### config.mk
export PLATFORM = sky130hd
export DESIGN_NAME = sample_ring_writer
export DESIGN_NICKNAME = d
export VERILOG_FILES = /design/src/rtl/sample_ring_writer.sv
export SDC_FILE = /design/constraint.sdc
export NUM_CORES = 1
export LEC_CHECK = 0
export ABC_AREA = 0
export CAP_MARGIN = 10
export CORE_MARGIN = 10
export CORE_UTILIZATION = 40
export CTS_BUF_LIST = sky130_fd_sc_hd__clkbuf_4
export DETAILED_ROUTE_END_ITERATION = 16
export HOLD_SLACK_MARGIN = 0.12
export PLACE_DENSITY = 0.65
export SKIP_LAST_GASP = 1
export SLEW_MARGIN = 15
export SYNTH_ARGS = -nofsm -noshare
export SYNTH_HDL_FRONTEND = slang
export SYNTH_SLANG_ARGS = --single-unit
### constraint.sdc
create_clock -name clk -period 7.8 [get_ports clk]
set_input_delay 1.56 -clock clk [delete_from_list [all_inputs] [get_ports clk]]
set_output_delay 1.56 -clock clk [all_outputs]
set_load 0.01 [all_outputs]
### src/rtl/sample_ring_writer.sv
// -----------------------------------------------------------------------------
// sample_ring_writer
//
// Upstream feeder for the 256x16 data memory. Input samples arrive over a
// valid/ready handshake and are written, one cycle later, into a circular
// region BASE..BASE+DEPTH-1 through the memory's en/addr/in port. Occupancy is
// tracked against a downstream consumer, and a one-cycle frame_done strobe is
// raised every FRAME accepted samples.
//
// Ports:
//   clk         system clock, all state changes on the rising edge
//   rst_n       synchronous active-low reset
//   start       IDLE -> RUN (ignored while flush is high or already running)
//   flush       synchronous clear of ring state, back to IDLE
//   s_valid     input sample valid
//   s_data      input sample
//   s_ready     combinational: a sample can be accepted this cycle
//   consume     consumer frees one ring slot (one pulse per slot)
//   mem_en      registered memory write enable
//   mem_addr    registered memory write address
//   mem_in      registered memory write data
//   wr_ptr      address the next accepted sample will be written to
//   count       occupied slots, 0..DEPTH
//   frame_done  one-cycle pulse after the last sample of a frame is accepted
//   err         sticky: consume seen while the ring was empty
// -----------------------------------------------------------------------------
module sample_ring_writer #(
  parameter int unsigned   AW    = 8,
  parameter int unsigned   DW    = 16,
  parameter logic [AW-1:0] BASE  = 8'h00,
  parameter int unsigned   DEPTH = 16,
  parameter int unsigned   FRAME = 4
) (
  input  logic          clk,
  input  logic          rst_n,
  input  logic          start,
  input  logic          flush,
  input  logic          s_valid,
  input  logic [DW-1:0] s_data,
  output logic          s_ready,
  input  logic          consume,
  output logic          mem_en,
  output logic [AW-1:0] mem_addr,
  output logic [DW-1:0] mem_in,
  output logic [AW-1:0] wr_ptr,
  output logic [AW:0]   count,
  output logic          frame_done,
  output logic          err
);

  localparam logic [0:0] ST_IDLE = 1'b0;
  localparam logic [0:0] ST_RUN  = 1'b1;

  localparam logic [AW:0]   DEPTH_C    = (AW+1)'(DEPTH);
  localparam logic [AW-1:0] LAST_ADDR  = AW'(32'(BASE) + DEPTH - 32'd1);
  localparam logic [AW-1:0] FRAME_LAST = AW'(FRAME - 32'd1);
  localparam logic [AW-1:0] ONE_A      = AW'(1);
  localparam logic [AW:0]   ONE_C      = (AW+1)'(1);

  logic [0:0]    state_q, state_d;
  logic [AW-1:0] wr_ptr_q, wr_ptr_d;
  logic [AW:0]   count_q, count_d;
  logic [AW-1:0] frame_q, frame_d;
  logic          mem_en_q, mem_en_d;
  logic [AW-1:0] mem_addr_q, mem_addr_d;
  logic [DW-1:0] mem_in_q, mem_in_d;
  logic          frame_done_q, frame_done_d;
  logic          err_q, err_d;

  logic          s_ready_s;
  logic          accept_s;
  logic          consume_ok_s;

  // Handshake qualifiers; flush blocks acceptance in the same cycle.
  always_comb begin
    s_ready_s    = (state_q == ST_RUN) && (count_q != DEPTH_C) && !flush;
    accept_s     = s_valid && s_ready_s;
    // A consume only frees a slot when something is actually stored.
    consume_ok_s = consume && (count_q != '0);
  end

  // Next-state logic for FSM, pointer, occupancy, frame counter and write port.
  always_comb begin
    state_d      = state_q;
    wr_ptr_d     = wr_ptr_q;
    count_d      = count_q;
    frame_d      = frame_q;
    mem_en_d     = 1'b0;
    mem_addr_d   = mem_addr_q;
    mem_in_d     = mem_in_q;
    frame_done_d = 1'b0;
    err_d        = err_q;

    if (flush) begin
      state_d  = ST_IDLE;
      wr_ptr_d = BASE;
      count_d  = '0;
      frame_d  = '0;
      err_d    = 1'b0;
    end else begin
      case (state_q)
        ST_IDLE: begin
          if (start) begin
            state_d = ST_RUN;
          end else begin
            state_d = ST_IDLE;
          end
        end
        ST_RUN:  state_d = ST_RUN;
        default: state_d = ST_IDLE;
      endcase

      if (accept_s) begin
        mem_en_d   = 1'b1;
        mem_addr_d = wr_ptr_q;
        mem_in_d   = s_data;
        if (wr_ptr_q == LAST_ADDR) begin
          wr_ptr_d = BASE;
        end else begin
          wr_ptr_d = wr_ptr_q + ONE_A;
        end
        if (frame_q == FRAME_LAST) begin
          frame_d      = '0;
          frame_done_d = 1'b1;
        end else begin
          frame_d      = frame_q + ONE_A;
          frame_done_d = 1'b0;
        end
      end else begin
        mem_en_d = 1'b0;
      end

      // Underflow is sticky until flush or reset; count is left alone.
      if (consume && !consume_ok_s) begin
        err_d = 1'b1;
      end else begin
        err_d = err_q;
      end

      case ({accept_s, consume_ok_s})
        2'b10:   count_d = count_q + ONE_C;
        2'b01:   count_d = count_q - ONE_C;
        default: count_d = count_q;
      endcase
    end
  end

  // State registers with synchronous active-low reset.
  always_ff @(posedge clk) begin
    if (!rst_n) begin
      state_q      <= ST_IDLE;
      wr_ptr_q     <= BASE;
      count_q      <= '0;
      frame_q      <= '0;
      mem_en_q     <= 1'b0;
      mem_addr_q   <= BASE;
      mem_in_q     <= '0;
      frame_done_q <= 1'b0;
      err_q        <= 1'b0;
    end else begin
      state_q      <= state_d;
      wr_ptr_q     <= wr_ptr_d;
      count_q      <= count_d;
      frame_q      <= frame_d;
      mem_en_q     <= mem_en_d;
      mem_addr_q   <= mem_addr_d;
      mem_in_q     <= mem_in_d;
      frame_done_q <= frame_done_d;
      err_q        <= err_d;
    end
  end

  assign s_ready    = s_ready_s;
  assign mem_en     = mem_en_q;
  assign mem_addr   = mem_addr_q;
  assign mem_in     = mem_in_q;
  assign wr_ptr     = wr_ptr_q;
  assign count      = count_q;
  assign frame_done = frame_done_q;
  assign err        = err_q;

endmodule

* After elaboration in Yosys (flattened, before gate mapping)
Cells that the tools add are included. W data, S select, Z words.
Word-level totals: flip-flop bits (word level) 53, output and inout port bits 45, input bits 22, logic and storage cells 41
Cells by class: reductions and logical operators 12, equal/unequal tests 5, bitwise gates (word level) 4, multiplexer cells 7, add/sub/neg operators 4
Operators with widths (number):
- $pmux W9 S2 | 1
- $add A8 B1 Y8 const B | 2
- $mux W8 | 2
- $add A9 B1 Y9 const B | 1
- $ne A9 B5 Y1 const B | 1
- $reduce_bool A9 Y1 | 1
- $sub A9 B1 Y9 const B | 1
- $eq A8 B2 Y1 const B | 1
- $eq A8 B4 Y1 const B | 1
- $logic_and A1 B1 Y1 | 5
- $not A1 Y1 | 4
- $mux W1 | 3
- $reduce_or A3 Y1 | 1
- $eq A2 B1 Y1 const B | 1
- $eq A2 B2 Y1 const B | 1
- $logic_not A1 Y1 | 2
- $pmux W1 S2 | 1
- $reduce_and A2 Y1 | 1
- $reduce_bool A2 Y1 | 1
- $reduce_or A2 Y1 | 1

* Longest topological paths before layout
depth after elaboration 6, gate-level depth with buffers 12, depth with buffers taken out 12

* Worst setup path before layout
OpenSTA, ideal clock, no wires.
kind input-to-reg, from in flush, to reg count_q[8] (netlist: count[8]), setup time 72 ps, setup slack 3895 ps, stages on the path 10, data required time 7728 ps, arrival time 3833 ps, cells stage by stage nand3b_1 > a31oi_4 > inv_2 > buf_2 > ha_1 > ha_1 > or4_1 > o22ai_1 > mux2i_1 > mux2i_1
On the way: word-level cells in the longest chain between the ends 5
Ends and longest elaborated chain:
- from (decl) | RTL line 37 | input logic flush,
- $logic_not A1 Y1 | RTL line 76 | s_ready_s = (state_q == ST_RUN) && (count_q != DEPTH_C) && !flush;
- $logic_and A1 B1 Y1 | RTL line 76
- $logic_and A1 B1 Y1 | RTL line 77 | accept_s = s_valid && s_ready_s;
- $eq A2 B1 Y1 or $eq A2 B2 Y1 (tied branches) | RTL line 140 | case ({accept_s, consume_ok_s})
- $pmux W9 S2 or $reduce_bool A2 Y1 (tied branches)
- to (signal assigned) | RTL line 163 | count_q <= count_d;
- to (decl) | RTL line 62 | logic [AW:0] count_q, count_d;
Several ways; a longest one is shown, not always the timed one. A chain may end at the register's enable or synchronous reset.

* Final worst setup path
Ends and elaborated chain as after synthesis.

==> results_tabular.tex <==
\begin{tabular}{lr}
\hline
Metric & Value \\
\hline
\multicolumn{2}{l}{\textbf{Timing}} \\
\quad Finish-stage setup viols & 0 \\
\quad Final hold viol count & 0 \\
\quad Minimum hold slack & 464 ps \\
\quad Final total negative setup slack & 0 ps \\
\quad Slew at the pin with the worst max-slew slack & 1060 ps \\
\quad Max-slew headroom & 29.6\% \\
\quad Post-layout min period & 5270 ps \\
\quad Final WS setup & 2530 ps \\
\quad Worst clock skew on the final layout & 12.3 ps \\
\quad Period utilisation layout & 67.6\% \\
\quad Unrepaired setup endpoints after global routing & no \\
\quad Final max-slew violation count & 0 \\
\quad Highest Clock Rate & 190 MHz \\
\multicolumn{2}{l}{\textbf{Power and ir drop}} \\
\quad Leakage power of the design & 1.14 nW \\
\quad PnR Total Power & 460 µW \\
\quad Internal Pwr Total & 357 µW \\
\quad Net Switching & 103 µW \\
\quad Power share of the combinational group & 7.2\% \\
\quad Switching share of power & 22.4\% \\
\quad Max rail drop VDD & 0.0578 mV \\
\quad Clock power share & 33.1\% \\
\quad PD cells & 143 mW/mm² \\
\quad Sequential power share & 59.7\% \\
\multicolumn{2}{l}{\textbf{Die}} \\
\quad Initial core utilization & 41.2\% \\
\quad Cell row count & 28 \\
\quad Width of the die & 98.4 µm \\
\quad Die Footprint & 0.00967 mm² \\
\quad Count of pins on the block boundary & 67 \\
\quad Die Ht & 98.4 µm \\
\quad Area of the core region & 0.00596 mm² \\
\multicolumn{2}{l}{\textbf{Clock tree}} \\
\quad Clk Latency, worst-skew pair & 370 ps \\
\quad Maximum count of clock buffers along a single path & 2 \\
\quad Cell at the root of the clock tree & clkbuf\_4 \\
\quad Buffer count from post-CTS setup fixing & 0 \\
\quad Number of CTS-inserted buffers & 5 \\
\quad Hold-fix buffers at CTS & 0 \\
\quad Clock tree from TritonCTS & yes \\
\quad Count of instances resized after the clock tree is built & 0 \\
\quad Clock Pin Slew Worst Setup and Hold Paths & 150 ps \\
\quad Clock sink count & 53 \\
\quad H-tree lvl count & 2 \\
\multicolumn{2}{l}{\textbf{Synth}} \\
\quad Primary FF master, synth & dfxtp\_1 \\
\quad Fraction of the yosys area taken by sequential cells & 43.2\% \\
\quad Post-Syn Area & 0.00246 mm² \\
\quad Warning count from the yosys run & 0 \\
\quad Net count after synthesis & 323 \\
\quad Post-Syn Area per Cell & 8.47 µm² \\
\quad Number of instances in the synthesized netlist & 290 \\
\quad Share of flip-flops with an asynchronous set or reset after synthesis & 0\% \\
\quad Synth unique cells & 43 \\
\quad Post-synth EDFFs & 0 \\
\quad Register bit count reported by yosys & 53 \\
\multicolumn{2}{l}{\textbf{Drt}} \\
\quad 1st-pass router iterations & 6 \\
\quad DRC marker count from the first detailed-route iteration & 70 \\
\quad Vias/cell & 5.12 \\
\quad Number of DRC violations after detailed routing & 0 \\
\quad Total vias in the final route & 2171 \\
\quad Residual antenna-violating net count after detailed routing & 0 \\
\quad WL/cell & 14.1 µm \\
\quad Routed wire length & 5990 µm \\
\multicolumn{2}{l}{\textbf{Placed design}} \\
\quad Estimated wirelength of the detail-placed design & 4230 µm \\
\quad Cell total after placement & 417 \\
\quad Last weighted congestion value of the routability-driven placer & 0.797 \\
\quad IO Port Bufs & 66 \\
\quad Post-placement setup slack & 2130 ps \\
\quad Dpl cell area & 0.00315 mm² \\
\multicolumn{2}{l}{\textbf{Worst setup path}} \\
\quad Maximum fanout encountered on the critical timing path & 42 \\
\quad Crit end category & flip-flop \\
\quad Worst Path Arrival & 5590 ps \\
\quad Register-to-register setup slack & 3740 ps \\
\quad Worst setup path category & in -> reg \\
\quad CP Launch Type & input pin \\
\quad CP Data Required Time & 8120 ps \\
\multicolumn{2}{l}{\textbf{Global routing}} \\
\quad Number of antenna violations at the first check in global routing & 0 \\
\quad Vias in the first global route & 1954 \\
\quad Wire length of the first global-routing pass & 9800 µm \\
\quad Overall fraction of global-route tracks in use & 11.7\% \\
\quad Total overflow reported by the global router & 0 \\
\quad Pin count of the biggest net entering global routing & 43 \\
\multicolumn{2}{l}{\textbf{Final layout}} \\
\quad Core occupancy in the finished layout & 54.2\% \\
\quad Layout-stage area growth over the synthesis result & 31.4\% \\
\quad Ant. Diodes & 0 \\
\quad Final design instance area without fill & 0.00323 mm² \\
\quad Number of standard cells in the final layout excluding fillers & 424 \\
\quad Final-stage net count & 382 \\
\quad Share of layout cells above drive strength 1 & 3.72\% \\
\multicolumn{2}{l}{\textbf{Worst hold path}} \\
\quad Hold Path Class & reg -> reg \\
\multicolumn{2}{l}{\textbf{Job}} \\
\quad Maximum capacitance violations & 0 \\
\multicolumn{2}{l}{\textbf{Run status}} \\
\quad Result of the run & complete, no violations \\
\hline
\end{tabular}
critical path, stage by stage:
cell             delay (ps)
clkdlybuf4s50_1         450
nand3b_1                210
a31oi_4                 840
inv_2                   530
ha_1                    500
ha_1                    310
or4_1                   550
o22ai_1                 190
mux2i_1                 250
mux2i_1                 190
metal layers:
metal / up-vias / routed length (µm) / part of all wire [%] / track usage [%]
met2: 60 / 2510 / 42 / 16.7
met1: 979 / 3000 / 50 / 15.9
met5: - / 0 / 0 / 0
met3: 4 / 453 / 7.6 / 4.23
met4: 0 / 24 / 0.40 / 3.75
li1: 1128 / - / - / -
power groups by stage:
| stage | logic [mW] | clock network [mW] | registers, mW |
|---|---|---|---|
| after global placement | 0.0335 | 0 | 0.280 |
| after detailed placement | 0.0335 | 0 | 0.280 |
| final | 0.0333 | 0.152 | 0.274 |
| after floorplan | 0.0147 | 0 | 0.281 |
| after global routing | 0.0365 | 0.164 | 0.275 |
| after CTS | 0.0337 | 0.157 | 0.274 |
cell usage in the layout, fill, tap and decap left out, types with 3 or more instances in the layout:
cell,instances
clkdlybuf4s50_1,66
nand2_1,62
dfxtp_1,53
a21boi_1,24
nor2_1,22
a21oi_1,15
nor3_1,10
ha_1,10
o21ai_0,8
and3_1,6
xor2_1,6
inv_1,5
clkbuf_4,5
nor2b_1,4
nand3b_1,4
nand2b_1,4
o21a_1,4
mux2i_1,4
nand4_1,4
nand3_1,3
Yosys cell counts (5+ instances only):
master / n / area (µm²)
nor3_1: 10 / 50.1
o21ai_0: 8 / 40.0
a21oi_1: 15 / 75.1
inv_1: 5 / 18.8
ha_1: 10 / 125
dfxtp_1: 53 / 1060
a21boi_1: 24 / 180
and3_1: 6 / 37.5
clkbuf_1: 10 / 37.5
nand2_1: 62 / 233
nor2_1: 22 / 82.6
xor2_1: 6 / 52.6
sequential cells by signal, indices dropped and copies added (netlist names):
name,cells
frame_done,1
wr_ptr,8
err,1
state_q,1
count,9
mem_in,16
mem_en,1
frame_q,8
mem_addr,8
cells by family after synthesis:
group / share of synthesized area, %
AND/OR/NAND/NOR: 25.7
AO/OA/AOI/OAI: 17.5
flip-flops: 43.2
buffers and inverters: 3.21
adder cells (fa/ha/maj): 5.91
XOR/XNOR: 2.85
multiplexers: 1.63
path summary, 6_finish.rpt:
| check | to | startpoint | cells past startpoint |
|---|---|---|---|
| hold reg to reg | mem_in[0] | mem_in[0] | 2 |
| hold / removal | mem_in[0] | mem_in[0] | 2 |
| setup / recovery | count[8] | flush | 10 |
| setup reg to reg | count[8] | count[0] | 11 |
final cells by class:
cell class | instances | area (µm²)
fillers | 583 | 2730
multi-input cells | 217 | 1320
flip-flops and latches | 53 | 1060
repair buffers | 66 | 661
well taps | 75 | 93.8
clock buffers | 5 | 37.5
clock inverters | 2 | 35.0
inverters | 6 | 22.5
Power figures use the tool's default switching activity.
